File: src/rtl/cordic_phase_feeder.sv
// -----------------------------------------------------------------------------
// cordic_phase_feeder
//
// Front end of the iterative rotation-mode CORDIC used by the function
// generator. A DDS phase accumulator advances once per sample tick. Each tick
// folds the phase into [-pi/2, pi/2] and launches one CORDIC conversion with
// X = amplitude, Y = 0 and Z = folded angle. The result is captured, the
// cosine sign is corrected for the fold, and the sin/cos pair is presented
// to the output stage with a one-cycle valid strobe.
//
// Ports
//   clk_i           clock, all logic on the rising edge
//   rst_i           synchronous reset, active high
//   en_i            enables sample ticks (and therefore new launches)
//   sync_i          clears phase accumulator and tick counter
//   freq_word_i     phase increment per sample tick
//   phase_ofs_i     phase offset added to the accumulator top 8 bits
//   amp_i           amplitude (pre-scaled by 1/CORDIC gain in software)
//   cordic_strb_o   one-cycle launch strobe to the CORDIC
//   cordic_X_o/Y_o/Z_o  CORDIC operands, held between launches
//   cordic_strb_i   CORDIC done strobe
//   cordic_X_i/Y_i  CORDIC results (cosine / sine)
//   sin_o/cos_o     output samples, held until the next capture
//   sample_valid_o  one-cycle strobe when sin_o/cos_o update
//   overrun_o       sticky: a tick arrived while a conversion was in flight
//   timeout_o       sticky: CORDIC did not answer in time
// -----------------------------------------------------------------------------
module cordic_phase_feeder #(
   parameter int PHASE_W      = 16,
   parameter int SAMPLE_DIV   = 16,
   parameter int PI_HALF_CODE = 101,
   parameter int TIMEOUT      = 31
) (
   input  logic                clk_i,
   input  logic                rst_i,
   input  logic                en_i,
   input  logic                sync_i,
   input  logic [PHASE_W-1:0]  freq_word_i,
   input  logic [7:0]          phase_ofs_i,
   input  logic signed [7:0]   amp_i,
   output logic                cordic_strb_o,
   output logic signed [7:0]   cordic_X_o,
   output logic signed [7:0]   cordic_Y_o,
   output logic signed [7:0]   cordic_Z_o,
   input  logic                cordic_strb_i,
   input  logic signed [7:0]   cordic_X_i,
   input  logic signed [7:0]   cordic_Y_i,
   output logic signed [7:0]   sin_o,
   output logic signed [7:0]   cos_o,
   output logic                sample_valid_o,
   output logic                overrun_o,
   output logic                timeout_o
);

   localparam int CNT_W  = (SAMPLE_DIV > 2) ? $clog2(SAMPLE_DIV) : 1;
   localparam int WAIT_W = (TIMEOUT > 1) ? $clog2(TIMEOUT + 1) : 1;
   localparam logic [CNT_W-1:0]   CNT_LAST  = CNT_W'(SAMPLE_DIV - 1);
   localparam logic [WAIT_W-1:0]  WAIT_LAST = WAIT_W'(TIMEOUT);
   localparam logic signed [17:0] PI_HALF_S = 18'(PI_HALF_CODE);

   typedef enum logic [1:0] {
      ST_IDLE,
      ST_LAUNCH,
      ST_WAIT,
      ST_OUT
   } state_t;

   state_t state_reg, state_next;

   logic [CNT_W-1:0]   tick_cnt_reg;
   logic [PHASE_W-1:0] acc_reg;
   logic [WAIT_W-1:0]  wait_cnt_reg;
   logic signed [7:0]  x_reg;
   logic signed [7:0]  z_reg;
   logic               negc_reg;
   logic signed [7:0]  sin_reg;
   logic signed [7:0]  cos_reg;
   logic               overrun_reg;
   logic               timeout_reg;

   logic               tick;
   logic [7:0]         angle_u;
   logic signed [7:0]  angle_s;
   logic signed [8:0]  angle_ext;
   logic signed [8:0]  fold_s;
   logic               fold_negc;
   logic signed [17:0] fold_wide;
   logic signed [17:0] z_wide;
   logic signed [7:0]  z_next;
   logic signed [7:0]  cos_neg;

   logic               launch_load;
   logic               wait_clr;
   logic               capture;
   logic               timeout_set;
   logic               overrun_set;

   // sync_i wins over a tick that would otherwise fire in the same cycle.
   assign tick = en_i && !sync_i && (tick_cnt_reg == CNT_LAST);

   assign angle_u = acc_reg[PHASE_W-1 -: 8] + phase_ofs_i;
   assign angle_s = $signed(angle_u);

   // Reflect angles beyond +/-pi/2 back into range; cos changes sign, sin
   // does not. -128 (= -pi) lands on 0 with the cosine negated.
   always_comb begin
      angle_ext = {angle_s[7], angle_s};
      fold_s    = angle_ext;
      fold_negc = 1'b0;
      if (angle_s > 8'sd64) begin
         fold_s    = 9'sd128 - angle_ext;
         fold_negc = 1'b1;
      end else if (angle_s < -8'sd64) begin
         fold_s    = -9'sd128 - angle_ext;
         fold_negc = 1'b1;
      end
   end

   // Scale pi/128 steps to the CORDIC Q1.6 radian format with rounding.
   always_comb begin
      fold_wide = {{9{fold_s[8]}}, fold_s};
      z_wide    = (fold_wide * PI_HALF_S + 18'sd32) >>> 6;
      z_next    = z_wide[7:0];
   end

   // Negating -128 is the only case that overflows 8 bits.
   assign cos_neg = (cordic_X_i == 8'sh80) ? 8'sd127 : -cordic_X_i;

   assign overrun_set = tick && (state_reg != ST_IDLE);

   always_comb begin
      state_next  = state_reg;
      launch_load = 1'b0;
      wait_clr    = 1'b0;
      capture     = 1'b0;
      timeout_set = 1'b0;
      case (state_reg)
         ST_IDLE: begin
            if (tick) begin
               launch_load = 1'b1;
               state_next  = ST_LAUNCH;
            end
         end
         ST_LAUNCH: begin
            wait_clr   = 1'b1;
            state_next = ST_WAIT;
         end
         ST_WAIT: begin
            if (cordic_strb_i) begin
               capture    = 1'b1;
               state_next = ST_OUT;
            end else if (wait_cnt_reg == WAIT_LAST) begin
               timeout_set = 1'b1;
               state_next  = ST_IDLE;
            end
         end
         ST_OUT: begin
            state_next = ST_IDLE;
         end
         default: begin
            state_next = ST_IDLE;
         end
      endcase
   end

   always_ff @(posedge clk_i) begin
      if (rst_i) begin
         state_reg    <= ST_IDLE;
         tick_cnt_reg <= '0;
         acc_reg      <= '0;
         wait_cnt_reg <= '0;
         x_reg        <= '0;
         z_reg        <= '0;
         negc_reg     <= 1'b0;
         sin_reg      <= '0;
         cos_reg      <= '0;
         overrun_reg  <= 1'b0;
         timeout_reg  <= 1'b0;
      end else begin
         state_reg <= state_next;

         // The accumulator advances on every tick, including dropped ones,
         // so the output phase stays locked to real time after an overrun.
         if (sync_i) begin
            tick_cnt_reg <= '0;
            acc_reg      <= '0;
         end else begin
            if (en_i) begin
               tick_cnt_reg <= (tick_cnt_reg == CNT_LAST) ? '0
                                                          : tick_cnt_reg + CNT_W'(1);
            end
            if (tick) begin
               acc_reg <= acc_reg + freq_word_i;
            end
         end

         if (launch_load) begin
            x_reg    <= amp_i;
            z_reg    <= z_next;
            negc_reg <= fold_negc;
         end

         if (wait_clr) begin
            wait_cnt_reg <= '0;
         end else if (state_reg == ST_WAIT) begin
            wait_cnt_reg <= wait_cnt_reg + WAIT_W'(1);
         end

         if (capture) begin
            sin_reg <= cordic_Y_i;
            cos_reg <= negc_reg ? cos_neg : cordic_X_i;
         end

         if (overrun_set) begin
            overrun_reg <= 1'b1;
         end
         if (timeout_set) begin
            timeout_reg <= 1'b1;
         end
      end
   end

   assign cordic_strb_o  = (state_reg == ST_LAUNCH);
   assign sample_valid_o = (state_reg == ST_OUT);
   assign cordic_X_o     = x_reg;
   assign cordic_Y_o     = 8'sd0;
   assign cordic_Z_o     = z_reg;
   assign sin_o          = sin_reg;
   assign cos_o          = cos_reg;
   assign overrun_o      = overrun_reg;
   assign timeout_o      = timeout_reg;

endmodule

File: config.mk
export PLATFORM = sky130hd
export DESIGN_NAME = cordic_phase_feeder
export DESIGN_NICKNAME = d
export VERILOG_FILES = /design/src/rtl/cordic_phase_feeder.sv
export SDC_FILE = /design/constraint.sdc
export NUM_CORES = 1
export LEC_CHECK = 0
export CORE_ASPECT_RATIO = 1.2
export CORE_MARGIN = 5
export CORE_UTILIZATION = 55
export CTS_CLUSTER_DIAMETER = 100
export DETAILED_ROUTE_END_ITERATION = 16
export GPL_ROUTABILITY_DRIVEN = 0
export HOLD_SLACK_MARGIN = 0.03
export PLACE_DENSITY_LB_ADDON = 0.15
export SLEW_MARGIN = 20
export SYNTH_ARGS = -nofsm -noshare
export SYNTH_HDL_FRONTEND = slang
export SYNTH_SLANG_ARGS = --single-unit
File: constraint.sdc
create_clock -name clk_i -period 12.4 [get_ports clk_i]
set_clock_uncertainty 0.15 [all_clocks]
set_input_delay 2.48 -clock clk_i [delete_from_list [all_inputs] [get_ports clk_i]]
set_output_delay 2.48 -clock clk_i [all_outputs]
set_load 0.01 [all_outputs]
# Yosys cells after proc, flatten, opt, wreduce, memory -nomap -nowiden
# Cells that the tools add are included.
# W data, S select, Z words.
classes:
  n_reduce_logical: 9
  muxes: 19
  n_lt_le_gt_ge: 2
  n_eq_ne: 8
  addsub: 8
  multipliers: 1
op_table:
  columns: ["operator", "n"]
  rows:
  - ["$mux W9", 2]
  - ["$add A16 B16 Y16", 1]
  - ["$mux W8", 2]
  - ["$add A14 B7 Y14 const B", 1]
  - ["$mul A9 B8 Y14 const B", 1]
  - ["$mux W1", 10]
  - ["$sub A8 B8 Y9 const A", 1]
  - ["$sub A9 B8 Y9 const A", 1]
  - ["$add A8 B8 Y8", 1]
  - ["$eq A8 B8 Y1 const B", 1]
  - ["$gt A8 B8 Y1 const B", 1]
  - ["$lt A8 B7 Y1 const B", 1]
  - ["$neg A8 Y8", 1]
  - ["$pmux W2 S4", 1]
  - ["$mux W2", 3]
  - ["$add A5 B1 Y5 const B", 1]
  - ["$eq A5 B5 Y1 const B", 1]
  - ["$add A4 B1 Y4 const B", 1]
  - ["$eq A2 B2 Y1 const B", 2]
  - ["$eq A4 B4 Y1 const B", 1]
  - ["$mux W4", 1]
  - ["$reduce_or A2 Y1", 2]
  - ["$logic_and A1 B1 Y1", 3]
  - ["$ne A3 B3 Y1 const B", 1]
  - ["6 further kinds", 6]
word_totals:
  word_cells: 58
  regBits: 62
  inputBits: 53

# Logic depth before layout (Yosys ltp)
logic_depth:
  ltp_word: 6
  mapped_depth: 25
  ltp_nobuf: 25

# Least setup slack after synthesis
# OpenSTA, ideal clock, no wires.
synth_timing:
  path_type: "input-to-reg"
  from: "in phase_ofs_i[0]"
  to: "reg z_reg[6], in the netlist cordic_Z_o[6]"
  stages: 22
  t_arrival_ns: 7.845
  t_required_ns: 12.165
  path_buffers: 0
  slack_ns: 4.320
  setup_time_ns: 0.085
  path_cell_list: "ha_1 -> inv_1 -> fa_1 -> nand2b_1 -> a21o_1 -> a21boi_2 -> nor4_2 -> nand2b_1 -> mux2i_1 -> o21ai_0 -> ha_1 -> inv_1 -> fa_1 -> fa_1 -> inv_1 -> fa_1 -> ha_1 -> and3_1 -> a2111oi_2 -> o31ai_4 -> xnor2_1 -> o31ai_2"
synth_between:
  elab_chain_cells: 6
  elab_cells_between_ends: 9
synth_lines:
  columns: ["element", "line", "source"]
  rows:
  - ["start: declaration", "39", "input logic [7:0] phase_ofs_i,"]
  - ["$add A8 B8 Y8 (*)", "101", "assign angle_u = acc_reg[PHASE_W-1 -: 8] + phase_ofs_i;"]
  - ["$sub A8 B8 Y9 / $lt A8 B7 Y1 (equally long branches)", "114, 113", null]
  - ["$mux W9", "113", "end else if (angle_s < -8'sd64) begin"]
  - ["$mux W9 (*)", "110", "if (angle_s > 8'sd64) begin"]
  - ["$mul A9 B8 Y14 (*)", "122", "z_wide = (fold_wide * PI_HALF_S + 18'sd32) >>> 6;"]
  - ["$add A14 B7 Y14 (*)", "122", null]
  - ["end signal: assignment", "199", "z_reg <= z_next;"]
  - ["end: declaration", "74", "logic signed [7:0] z_reg;"]
# Mark *: on every way between the ends. The rest lies on a longest branch, timed or not.
# A chain may end at the register's enable or synchronous reset.

# Final worst setup path
# Same ends and word-level chain as after synthesis.

==> impl_metrics.env <==
export IMPL_rsz0062_at_grt="false"
export IMPL_n_antenna_cell=0
export IMPL_drv_slew=0
export IMPL_p_leak_uw=0.002395
export IMPL_synth_ff_type="dfxtp_1"
export IMPL_nets=785
export IMPL_cp_end_kind="flop"
export IMPL_start_util_pct=55.99
export IMPL_routed_via_count=4189
export IMPL_num_io_pins=97
export IMPL_rows=37
export IMPL_drc_errors=0
export IMPL_track_usage_pct=20.67
export IMPL_cpMostUsedCell="fa_1"
export IMPL_startpoint="phase_ofs_i[0]"
export IMPL_swShare_pct=36.27
export IMPL_syn_cell_area_um2=4770
export IMPL_power_density_nw_per_um2=116.6
export IMPL_antenna_found_initial=0
export IMPL_ctsResizeCount=0
export IMPL_path_clk_slew_ps=60
export IMPL_clock_path_buffers=2
export IMPL_worstSetupPathType="in -> reg"
export IMPL_whs_endpoint="cordic_Z_o[4]"
export IMPL_cts_root_buffer="clkbuf_8"
export IMPL_hold_path_class="reg -> reg"
export IMPL_place_area_um2=5720
export IMPL_fillerInstances=716
export IMPL_tns_ps=0
export IMPL_ff2ff_path_depth=21
export IMPL_muxShareOfSynthArea_pct=2.099
export IMPL_cp_max_fo=6
export IMPL_post_dp_hpwl_mm=8.292
export IMPL_core_area_um2=8518
export IMPL_p_sw_uw=250.0
export IMPL_seqPwrFrac_pct=28.9
export IMPL_die_h_um=112.0
export IMPL_period_share_pct=69.44
export IMPL_clock_latency_ps=340
export IMPL_path_buf_inv=4
export IMPL_syn_inst=579
export IMPL_yosys_warnings=0
export IMPL_ant_nets=0
export IMPL_synth_edf_count=0
export IMPL_largest_reg_flops=16
export IMPL_status="completed"
export IMPL_port_buffers=88
export IMPL_tritoncts="done"
export IMPL_max_stage_delay_ps=560
export IMPL_finalSetupViolCount=0
export IMPL_regToRegSetupSlack_ps=5980
export IMPL_routed_wl_mm=10.58
export IMPL_vias_per_cell=5.350
export IMPL_worst_pin_slew_ps=736.3
export IMPL_finalHoldViolCount=0
export IMPL_h_tree_depth=3
export IMPL_synthDistinctLibCells=56
export IMPL_async_flop_share_pct=0
export IMPL_slew_headroom_pct=50.79
export IMPL_yosys_top_cells_area="dfxtp_1 (26%), ha_1 (15%), nand2_1 (6.7%), a21oi_1 (5.8%), xnor2_1 (5.7%)"
export IMPL_synthToLayoutAreaGrowth_pct=23.92
export IMPL_cp_top_family="adder cells"
export IMPL_synth_top_cell_by_area="dfxtp_1"
export IMPL_grt_pass1_wl_mm=18.17
export IMPL_fmax_ghz=0.1161
export IMPL_avgSynthCellArea_um2=8.238
export IMPL_hp_start="cordic_Z_o[4]"
export IMPL_stdcell_area_um2=5911
export IMPL_die_w_um=95.01
export IMPL_drt_iter0_drc=109
export IMPL_first_global_vias=4236
export IMPL_final_common_cell="clkdlybuf4s50_1"
export IMPL_irDropWorstVdd_mv=0.05841
export IMPL_synth_top_area_share_pct=26.02
export IMPL_synth_seq_cells=62
export IMPL_cp_cell_sequence="clkdlybuf4s50_1 -> ha_1 -> inv_1 -> fa_1 -> xor2_1 -> nand2_1 -> nor4_2 -> nand2b_1 -> mux2i_1 -> o21ai_0 -> ha_1 -> inv_1 -> fa_1 -> fa_1 -> inv_1 -> fa_1 -> ha_1 -> and3_1 -> a2111oi_2 -> o31ai_4 -> xnor2_1 -> o31ai_2"
export IMPL_p_int_uw=439.3
export IMPL_start_kind="input pin"
export IMPL_overflow=0
export IMPL_pwr_share_comb_pct=45.9
export IMPL_cts_sinks=62
export IMPL_r2r_end="cordic_Z_o[6]"
export IMPL_yosys_area_share_simple_pct=18.52
export IMPL_synthXorXnorAreaFrac_pct=8.237
export IMPL_cts_buffers=9
export IMPL_postCtsHoldBufs=0
export IMPL_synth_top_family_by_area="adder cells"
export IMPL_clkPwrFrac_pct=25.2
export IMPL_period_minus_slack_ps=8611
export IMPL_layout_common_cells="clkdlybuf4s50_1 (88), nand2_1 (85), dfxtp_1 (62)"
export IMPL_cp_required_ps=12500
export IMPL_drive_above_1_share_pct=5.105
export IMPL_grt_max_degree=46
export IMPL_max_cap_viol_count=0
export IMPL_ys_seq_area_share_pct=26.02
export IMPL_slowest_stage="fa_1"
export IMPL_wl_per_cell_um=13.51
export IMPL_reg2reg_from="acc_reg[8]"
export IMPL_dieArea_um2=10640
export IMPL_synthAdderAreaFrac_pct=20.67
export IMPL_dr_pass1_iters=4
export IMPL_worstHoldPathCells=2
export IMPL_postCtsSetupBuffers=0
export IMPL_cp_arrival_ps=8710
export IMPL_synth_compound_area_share_pct=18.23
==> layout make-up <==
class / instances / area [um^2] / share of cell area, %
inverter: 43 / 161.4 / 2.731
timing repair buffer: 91 / 903.4 / 15.28
clock buffer: 10 / 127.6 / 2.159
multi-input combinational: 454 / 3268 / 55.29
clock inverter: 6 / 62.56 / 1.058
sequential: 62 / 1241 / 21.00
tap: 117 / 146.4 / 2.477
==> worst min-delay path: stages, from the launching register on <==
cell and delay [ps]:
dfxtp_1 310, nand2_1 50, a21oi_1 50
==> kinds of logic after synthesis <==
family          after synthesis
buf+inv                      70
mux                          10
simple gates                192
fa+ha+maj                    71
other cells                   1
compound gates              129
flops                        62
xor+xnor                     44
==> metal layers <==
metal  vias up  track usage, %  routed length, um
li1       2142               -                  -
met2        97           36.31               5350
met1      1931           24.57               4472
met4         0           7.796                218
met3        19           3.954                533
met5         -               0                  0
==> power groups by stage <==
stage                     clock network [uW]  logic [uW]  registers, uW
after floorplan                            0         254            204
after global placement                     0         307            204
after detailed placement                   0         318            204
after CTS                                177         320            199
after global routing                     187         361            199
final                                    174         316            199
==> per-stage QoR <==
step	total power, uW	std cells	utilization (%)	hold WS (ps)	worst slack [ps]
4_1_cts	696.3	783	69.39	302.9	3740
6_report	689.3	783	69.39	300.5	3789
2_1_floorplan	457.5	586	-	285.6	4320
5_1_grt	747.0	783	69.39	321.0	3337
3_3_place_gp	510.6	767	67.16	288.0	3586
3_5_place_dp	521.9	767	67.16	295.0	3417
==> cell usage after synthesis, types with 5 or more instances <==
master	n
a211oi_1	9
a21o_1	10
a21oi_1	55
a31oi_1	7
and3_1	6
buf_4	8
clkbuf_1	17
dfxtp_1	62
fa_1	13
ha_1	58
inv_1	43
mux2i_1	10
nand2_1	85
nand2b_1	6
nand3_1	9
nor2_1	43
nor2b_1	5
nor3_1	13
o21ai_0	14
xnor2_1	31
xor2_1	12
==> how the worst max path moves through the flow <==
stage	endpoint	slack, ps	depth (start not counted)
after global placement	cordic_Z_o[6]	3590	22
final	cordic_Z_o[6]	3790	22
after floorplan	cordic_Z_o[6]	4320	22
after global routing	cordic_Z_o[6]	3340	22
after detailed placement	cordic_Z_o[6]	3420	22
after CTS	cordic_Z_o[6]	3740	22
No activity file was read; power rests on OpenSTA's default activity.
